[config.mk]
export PLATFORM = sky130hd
export DESIGN_NAME = execute
export DESIGN_NICKNAME = d
export VERILOG_FILES = /design/src/rtl/execute.sv
export SDC_FILE = /design/constraint.sdc
export NUM_CORES = 1
export LEC_CHECK = 0
export BUFFER_PORTS_ARGS = -buffer_cell sky130_fd_sc_hd__buf_2
export CORE_MARGIN = 5
export CORE_UTILIZATION = 25
export CTS_CLUSTER_SIZE = 10
export DETAILED_ROUTE_END_ITERATION = 16
export PLACE_DENSITY = 0.42
export SLEW_MARGIN = 20
export SYNTH_ARGS = -nofsm -noshare
export SYNTH_HDL_FRONTEND = slang
export SYNTH_SLANG_ARGS = --single-unit
[constraint.sdc]
create_clock -name clk -period 3.75 [get_ports clk]
set_clock_uncertainty 0.15 [all_clocks]
set_input_delay 0.1875 -clock clk [delete_from_list [all_inputs] [get_ports clk]]
set_output_delay 0.1875 -clock clk [all_outputs]
set_load 0.02 [all_outputs]
[src/rtl/execute.sv]
// EX stage: integer ALU, optional RV32M multiply/iterative divide.
// Mul/div hardware is built only when RV5STAGE_MULDIV_EN is defined.
package execute_pkg;
  typedef struct packed {
    logic       valid;
    logic [4:0] rd;
    logic [6:0] funct7;
    logic [2:0] funct3;
    logic       is_op;
    logic       is_muldiv;
    logic       mem_read;
    logic       mem_write;
  } decode_info_t;

  typedef struct packed {
    logic       stall_req;
    logic [3:0] flush_req;
  } pipe_request_t;
endpackage

module execute
  import execute_pkg::*;
#(
  parameter int unsigned DIV_BITS_PER_CYCLE = 1
) (
  input  logic          clk,
  input  logic          rst,
  input  logic          stall,
  input  logic          flush,
  input  decode_info_t  info,
  input  logic [31:0]   op_a,
  input  logic [31:0]   op_b,
  input  logic [31:0]   store_data,
  output pipe_request_t req,
  output logic [31:0]   result,
  output logic [31:0]   data_ff,
  output decode_info_t  info_ff
);

  logic [31:0] alu_res;
  logic [31:0] ex_res;
  logic        busy_stall;
  logic        bubble;
  logic [4:0]  shamt;
  logic        sub_sel;

  always_comb begin
    shamt   = op_b[4:0];
    sub_sel = info.is_op && info.funct7[5];
    alu_res = '0;
    if (info.mem_read || info.mem_write) begin
      alu_res = op_a + op_b;
    end else begin
      unique case (info.funct3)
        3'd0: alu_res = sub_sel ? op_a - op_b : op_a + op_b;
        3'd1: alu_res = op_a << shamt;
        3'd2: alu_res = {31'b0, $signed(op_a) < $signed(op_b)};
        3'd3: alu_res = {31'b0, op_a < op_b};
        3'd4: alu_res = op_a ^ op_b;
        3'd5: alu_res = info.funct7[5]
                        ? $unsigned($signed(op_a) >>> shamt)
                        : op_a >> shamt;
        3'd6: alu_res = op_a | op_b;
        3'd7: alu_res = op_a & op_b;
        default: alu_res = '0;
      endcase
    end
  end

`ifdef RV5STAGE_MULDIV_EN
  typedef enum logic [1:0] {IDLE, BUSY, DONE} div_state_e;

  localparam int unsigned STEPS = 32 / DIV_BITS_PER_CYCLE;
  localparam logic [5:0]  LAST  = 6'(STEPS - 1);

  div_state_e  state, state_nxt;
  logic [5:0]  count;
  logic [31:0] quo_q, rem_q, dvs_q;
  logic        is_rem_q, q_neg_q, r_neg_q;

  logic [63:0] ext_a, ext_b, prod;
  logic [31:0] mul_res, abs_a, abs_b, quick, div_res;
  logic [31:0] s_rem, s_quo;
  logic        is_div, dsigned, drem, a_neg, b_neg;
  logic        div0, ovf, ge, start;

  always_comb begin
    ext_a = {{32{op_a[31] & (info.funct3 == 3'd1 ||
                             info.funct3 == 3'd2)}}, op_a};
    ext_b = {{32{op_b[31] & (info.funct3 == 3'd1)}}, op_b};
    prod  = ext_a * ext_b;
    mul_res = (info.funct3 == 3'd0) ? prod[31:0] : prod[63:32];

    is_div  = info.is_muldiv && info.funct3[2];
    dsigned = !info.funct3[0];
    drem    = info.funct3[1];
    a_neg   = dsigned & op_a[31];
    b_neg   = dsigned & op_b[31];
    abs_a   = a_neg ? -op_a : op_a;
    abs_b   = b_neg ? -op_b : op_b;
    div0    = (op_b == '0);
    ovf     = dsigned && op_a == 32'h8000_0000 && op_b == '1;
    quick   = drem ? (div0 ? op_a : '0)
                   : (div0 ? '1 : 32'h8000_0000);

    // restoring steps; the partial remainder's top bit forces a subtract
    s_rem = rem_q;
    s_quo = quo_q;
    ge    = 1'b0;
    for (int i = 0; i < DIV_BITS_PER_CYCLE; i++) begin
      ge = s_rem[31] || ({s_rem, s_quo[31]} >= {1'b0, dvs_q});
      s_rem = ge ? {s_rem[30:0], s_quo[31]} - dvs_q
                 : {s_rem[30:0], s_quo[31]};
      s_quo = {s_quo[30:0], ge};
    end

    div_res = is_rem_q ? (r_neg_q ? -rem_q : rem_q)
                       : (q_neg_q ? -quo_q : quo_q);
  end

  always_comb begin
    state_nxt  = state;
    start      = 1'b0;
    busy_stall = 1'b0;
    bubble     = 1'b0;
    ex_res     = info.is_muldiv ? (info.funct3[2] ? quick : mul_res)
                                : alu_res;
    unique case (state)
      IDLE: begin
        if (is_div && !flush && !div0 && !ovf) begin
          start      = 1'b1;
          busy_stall = 1'b1;
          bubble     = 1'b1;
          state_nxt  = BUSY;
        end
      end
      BUSY: begin
        busy_stall = 1'b1;
        bubble     = 1'b1;
        if (count == LAST) state_nxt = DONE;
      end
      DONE: begin
        ex_res = div_res;
        if (!stall) state_nxt = IDLE;
      end
      default: state_nxt = IDLE;
    endcase
    if (flush) state_nxt = IDLE;
  end

  always_ff @(posedge clk or posedge rst) begin
    if (rst) begin
      state    <= IDLE;
      count    <= '0;
      quo_q    <= '0;
      rem_q    <= '0;
      dvs_q    <= '0;
      is_rem_q <= 1'b0;
      q_neg_q  <= 1'b0;
      r_neg_q  <= 1'b0;
    end else begin
      state <= state_nxt;
      if (start) begin
        quo_q    <= abs_a;
        rem_q    <= '0;
        dvs_q    <= abs_b;
        count    <= '0;
        is_rem_q <= drem;
        q_neg_q  <= a_neg ^ b_neg;
        r_neg_q  <= a_neg;
      end else if (state == BUSY) begin
        quo_q <= s_quo;
        rem_q <= s_rem;
        count <= count + 6'd1;
      end
    end
  end
`else
  assign busy_stall = 1'b0;
  assign bubble     = 1'b0;
  assign ex_res     = info.is_muldiv ? '0 : alu_res;
`endif

  // reset drops the request at once, before the FSM register settles
  assign req.stall_req = busy_stall && !rst;
  assign req.flush_req = 4'b0000;

  always_ff @(posedge clk or posedge rst) begin
    if (rst) begin
      result  <= '0;
      data_ff <= '0;
      info_ff <= '0;
    end else if (flush) begin
      result  <= '0;
      data_ff <= '0;
      info_ff <= '0;
    end else if (!stall) begin
      if (bubble) begin
        result  <= '0;
        data_ff <= '0;
        info_ff <= '0;
      end else begin
        result  <= ex_res;
        data_ff <= store_data;
        info_ff <= info;
      end
    end
  end

endmodule

==> flow_summary_export.csv, run 1 <==
group,metric,value,unit
die,ios,209,
yosys,yosysWarnings,0,
yosys,ys_ff_latch,84,
place,io_buffers,203,
die,die_area,54300,µm²
place,placed_cells,2391,
routing,avgViaCountPerCell,5.52,
setup_path,critPathMaxStageDelay,0.60,ns
global_routing,grt_pass1_vias,12900,
cts,post_cts_buffers,0,
global_routing,grt_max_degree,66,
cts,cts_tree,"yes",
finish,post_route_cells_drive_above_1_share,0.230,
die,row_count,81,
sta,fin_crit,3.18,ns
global_routing,antenna_found_initial,1,
place,globalplace.congestion,0.971,
yosys,yosysSeqAreaShare,0.169,
routing,vias,13600,
setup_path,worstPathBufferInverterCount,4,
finish,n_fill_cell,5383,
setup_path,critPathLaunchType,"primary input",
sta,fin_tns_setup,0,ns
routing,wl_per_cell,25.0,µm
sta,setup_viol,0,
setup_path,slowest_stage,"a2111oi_0",
finish,final_common_cell,"nor2_1",
yosys,avgSynthCellArea,7.96,µm²
cts,cts-root-buf,"clkbuf_16",
setup_path,arrival,3.27,ns
place,dp.final_hpwl,48.9,mm
cts,cts_buffer_depth,2,
routing,first_pass_iters,5,
yosys,async_reset_ff_frac,1.00,
setup_path,cpMostUsedCell,"buf_4",
cts,cts_hold_buffers,50,
job,cap_violations,0,
sta,fmax,314,MHz
sta,slew_headroom,0.368,
pwr,clockPowerShare,0.225,
setup_path,required,3.84,ns
pwr,switching_power,1.67,mW
sta,finalHoldViolCount,0,
finish,instances_no_fill,2458,
pwr,cellLeakagePower,6.99,nW
finish,syn2layout_area_growth,22.2,%
finish,design_area,15200,µm²
cts,cts_buffers,9,
cts,path_clk_slew,0.08,ns
cts,ctsResizeCount,0,
setup_path,path_class,"in2reg",
place,postPlaceCellArea,14400,µm²
yosys,ys.flop_type,"dfrtp_1",
finish,nets,2007,
hold_path,hold_class,"in2reg",
yosys,synth-edff-count,0,
routing,drt-initial-drc-count,1272,
setup_path,cp-end-kind,"flip-flop",
pwr,combPwrFrac,0.517,
sta,rsz0062_at_grt,"no",
pwr,intPower,2.16,mW
setup_path,critPathMaxFanout,65,
routing,drt-total-wl,61.4,mm
cts,cts.sinks,84,
die,start_util,0.254,
yosys,synth.distinct_cells,82,
die,die_x,233,µm
pwr,vdd.ir_drop.worst,0.000202,V
pwr,switching_share,0.437,
finish,final_cell_mix,"nor2_1 (215), buf_2 (201), nand2_1 (117), a21oi_1 (117), o21ai_0 (116)",
pwr,power_density,252,nW/µm²
sta,worst_pin_slew,0.938,ns
setup_path,crit_chain,"buf_4 -> buf_12 -> inv_2 -> ha_1 -> mux2i_1 -> o21ai_0 -> o21ai_1 -> nor2_1 -> a2111oi_0 -> buf_4 -> a221oi_1 -> a22o_1",
sta,maxSlewViolCount,0,
pwr,power,3.83,mW
yosys,syn_area,12400,µm²
global_routing,track_usage,0.217,
cts,htree_levels,3,
pwr,seqPwrFrac,0.258,
global_routing,grt_overflow_total,0,
sta,post-route-period-util,0.849,
die,core,49100,µm²
routing,ant_nets,0,
run_status,status,"complete, no violations",
die,die_h,233,µm
yosys,netlist_instances,1564,
cts,clock_latency,0.36,ns
routing,drc_errors,0,
global_routing,grt_first_pass_wirelength,89.0,mm
setup_path,cp_top_family,"compound AO/OA/AOI/OAI gates",
-- cell usage after synthesis (all sizes together) (19+ instances only) --
| master | number | area [µm²] |
|---|---|---|
| ha | 97 | 1210 |
| nor3 | 34 | 170 |
| nand3 | 26 | 130 |
| mux2i | 89 | 891 |
| mux4 | 65 | 1490 |
| o21ai | 127 | 639 |
| inv | 97 | 364 |
| dfrtp | 84 | 2100 |
| o211ai | 22 | 165 |
| nor2 | 217 | 817 |
| nand2 | 117 | 439 |
| clkbuf | 81 | 308 |
| a211oi | 19 | 143 |
| buf | 53 | 323 |
| a21oi | 119 | 603 |
| xnor2 | 23 | 201 |
-- metrics by stage --
step | worst slack (ns) | hold WS, ns | utilization
2_1_floorplan | 0.325 | 0.191 | -
6_report | 0.567 | 0.126 | 0.310
3_3_place_gp | 0.290 | 0.159 | 0.294
4_1_cts | 0.620 | 0.120 | 0.310
3_5_place_dp | 0.256 | 0.158 | 0.294
5_1_grt | 0.395 | 0.141 | 0.310
-- worst reg2reg max path: stages (launching register included) --
cell	delay (ns)
dfrtp_1	0.37
nand2_1	0.15
o2111ai_1	0.15
a211oi_1	0.26
buf_4	0.17
a21oi_1	0.05
-- state kept, by name, indices dropped and copies added, names as in the netlist --
| signal | flops |
|---|---|
| data_ff | 32 |
| result | 32 |
| info_ff | 20 |
-- final cells by class --
type	instances	area (µm²)	area share
diodes	1	2.50	0.000165
well taps	664	831	0.0547
multi-input cells	1252	9370	0.616
repair buffers	343	2250	0.148
inverters	98	369	0.0243
clock buffers	9	225	0.0148
flip-flops and latches	84	2100	0.138
clock inverters	7	57.6	0.00379
-- power by group through the flow --
stage	Clock (mW)	Sequential, mW	Combinational [mW]
3_5_place_dp	0	1.01	1.90
6_report	0.864	0.987	1.98
5_1_grt	0.936	0.995	2.12
2_1_floorplan	0	1.07	1.13
4_1_cts	0.910	0.988	1.95
3_3_place_gp	0	1.00	1.91
-- worst paths after layout --
| check | from | endpoint | slack (ns) | cells after the start |
|---|---|---|---|---|
| hold / removal | info[5] | result[0]$_DFFE_PP0P_ | 0.13 | 3 |
| setup reg to reg | result[9]$_DFFE_PP0P_ | result[9]$_DFFE_PP0P_ | 2.33 | 5 |
| min in group asynchronous | rst | data_ff[10]$_DFFE_PP0P_ | 0.32 | 4 |
| hold reg to reg | result[19]$_DFFE_PP0P_ | result[19]$_DFFE_PP0P_ | 0.31 | 2 |
| setup / recovery | op_b[0] | result[10]$_DFFE_PP0P_ | 0.57 | 12 |
| max in group asynchronous | rst | result[22]$_DFFE_PP0P_ | 2.49 | 4 |
-- cells by family (layout without fill, tap and decap cells) --
family	Yosys count	after routing	share of synthesized area
buffers and inverters	232	457	0.0802
adders and majority gates	99	99	0.101
other	1	6	0.000301
AOI/OAI and AO/OA	483	483	0.261
muxes	166	166	0.203
xor gates and xnor gates	26	26	0.0183
and+or+nand+nor	473	473	0.168
DFF	84	84	0.169
-- per-layer routing --
metal	wire length, µm	GRT usage	vias up	share of wire
met2	27300	0.331	583	0.44
met3	4420	0.0360	52	0.072
li1	-	-	6210	-
met5	0	0	-	0
met1	28300	0.319	6726	0.46
met4	1380	0.0522	0	0.023
Note: power is estimated with default switching activity, not from simulation.
==> run 2: changes to the inputs <==
clock period = 3.3 ns   (was 3.75 ns; I/O delays follow)
==> run 2 against run 1 <==
Net effect: via count up 1.2%; largest power group unchanged; critical path depth up 2; highest routed layer is now met5; cell count up 3.9%; wire length down 0.89%; clock power up 24%; first-iteration DRC count down 7.6%.
==> flow_summary_export.csv, run 2 (synthesized netlist as in run 1, its figures left out) <==
group,metric,value,unit
global_routing,grt_first_pass_wirelength,89.4,mm
sta,fin_ws,0.270,ns
place,postPlaceCellArea,15100,µm²
cts,ctsResizeCount,0,
routing,drc_errors,0,
routing,avgViaCountPerCell,5.38,
place,placed_cells,2487,
finish,instances_no_fill,2553,
cts,clock_latency,0.35,ns
place,io_buffers,203,
place,post-place-ws,-0.0581,ns
die,ios,209,
setup_path,path_class,"in2reg",
global_routing,grt_overflow_total,0,
finish,largestRegisters,"data_ff (32), result (32), info_ff (20)",
cts,htree_levels,3,
cts,cts_buffer_depth,2,
global_routing,grt_max_degree,75,
sta,holdWs,0.0905,ns
sta,maxSlewViolCount,0,
die,core,49100,µm²
global_routing,use_met1,0.315,
routing,wl_per_cell,23.8,µm
global_routing,antenna_found_initial,2,
cts,cts-root-buf,"clkbuf_16",
setup_path,slowest_stage,"fa_1",
setup_path,critPathMaxStageDelay,0.41,ns
global_routing,busiest_layer,"met2",
die,die_area,54300,µm²
routing,first_pass_iters,5,
finish,regArea,2100,µm²
place,globalplace.congestion,0.991,
pwr,power,4.56,mW
sta,setup_viol,0,
cts,path_clk_slew,0.07,ns
global_routing,gr-usage-met3,0.0292,
global_routing,track_usage,0.217,
cts,cts.sinks,84,
routing,drt-total-wl,60.9,mm
sta,slew_headroom,0.386,
finish,post_route_cells_drive_above_1_share,0.270,
cts,cts_tree,"yes",
routing,drt-initial-drc-count,1175,
sta,post-route-period-util,0.918,
global_routing,grt_pass1_vias,13500,
pwr,power_density,286,nW/µm²
die,die_x,233,µm
pwr,cellLeakagePower,7.46,nW
die,start_util,0.254,
finish,n_fill_cell,5377,
global_routing,grtUsageMet2,0.340,
cts,cts_buffers,9,
finish,design_area,15900,µm²
cts,post_cts_buffers,0,
finish,final_common_cell,"nor2_1",
setup_path,required,3.45,ns
finish,syn2layout_area_growth,28.1,%
die,row_count,81,
sta,fmax,330,MHz
finish,final_util,0.325,
sta,fin_crit,3.03,ns
sta,fin_tns_setup,0,ns
finish,nets,2102,
sta,finalHoldViolCount,0,
hold_path,hold_class,"in2reg",
setup_path,cp-end-kind,"flip-flop",
cts,cts_hold_buffers,49,
setup_path,critPathMaxFanout,6,
pwr,vdd.ir_drop.worst,0.000225,V
routing,vias,13700,
setup_path,critPathLaunchType,"primary input",
run_status,status,"complete, no violations",
sta,worst_pin_slew,0.920,ns
place,dp.final_hpwl,49.3,mm
die,die_h,233,µm
finish,multi_input_area,9370,µm²
finish,final_cell_mix,"nor2_1 (215), buf_2 (200), buf_4 (185)",
setup_path,crit_chain,"buf_2 -> ha_1 -> fa_1 -> a211oi_1 -> o21bai_1 -> buf_4 -> a41o_1 -> o21ai_0 -> buf_4 -> a211o_1 -> o21ai_0 -> and3_1 -> a2111oi_0 -> a22o_1",
routing,ant_nets,0,
setup_path,arrival,3.18,ns
sta,rsz0062_at_grt,"no",
job,cap_violations,0,
==> run 2: critical path: cells and delay by family <==
| kind | cells | cell delay (ns) |
|---|---|---|
| AOI/OAI and AO/OA | 8 | 1.72 |
| adders and majority gates | 2 | 0.64 |
| buffers and inverters | 3 | 0.44 |
| and+or+nand+nor | 1 | 0.20 |
==> run 2: cell type report <==
| cell class | instances | share of cell area |
|---|---|---|
| multi-input cells | 1252 | 0.588 |
| repair buffers | 438 | 0.186 |
| flip-flops and latches | 84 | 0.132 |
| well taps | 664 | 0.0521 |
| inverters | 98 | 0.0232 |
| clock buffers | 10 | 0.0144 |
| clock inverters | 6 | 0.00447 |
| diodes | 1 | 0.000157 |
==> run 2: path summary, 6_finish.rpt <==
kind | slack, ns | cells after the start | from | to
max in group asynchronous | 1.92 | 4 | rst | result[25]$_DFFE_PP0P_
min reg2reg | 0.31 | 2 | result[19]$_DFFE_PP0P_ | result[19]$_DFFE_PP0P_
max reg2reg | 1.78 | 5 | result[9]$_DFFE_PP0P_ | result[9]$_DFFE_PP0P_
min in group asynchronous | 0.38 | 3 | rst | data_ff[2]$_DFFE_PP0P_
max | 0.27 | 14 | op_a[0] | result[24]$_DFFE_PP0P_
min | 0.09 | 2 | flush | data_ff[10]$_DFFE_PP0P_
==> run 2: metal layers <==
| metal | vias to the layer above | part of all wire |
|---|---|---|
| met3 | 67 | 0.058 |
| li1 | 6389 | - |
| met2 | 477 | 0.45 |
| met4 | 2 | 0.027 |
| met1 | 6804 | 0.46 |
| met5 | - | 0.00021 |
==> run 2: power breakdown <==
| part | leakage, nW | total [mW] | internal (mW) | switching (mW) |
|---|---|---|---|---|
| combinational | 6.19 | 2.36 | 0.942 | 1.42 |
| clock | 0.145 | 1.07 | 0.597 | 0.474 |
| sequential | 1.13 | 1.12 | 1.09 | 0.0330 |
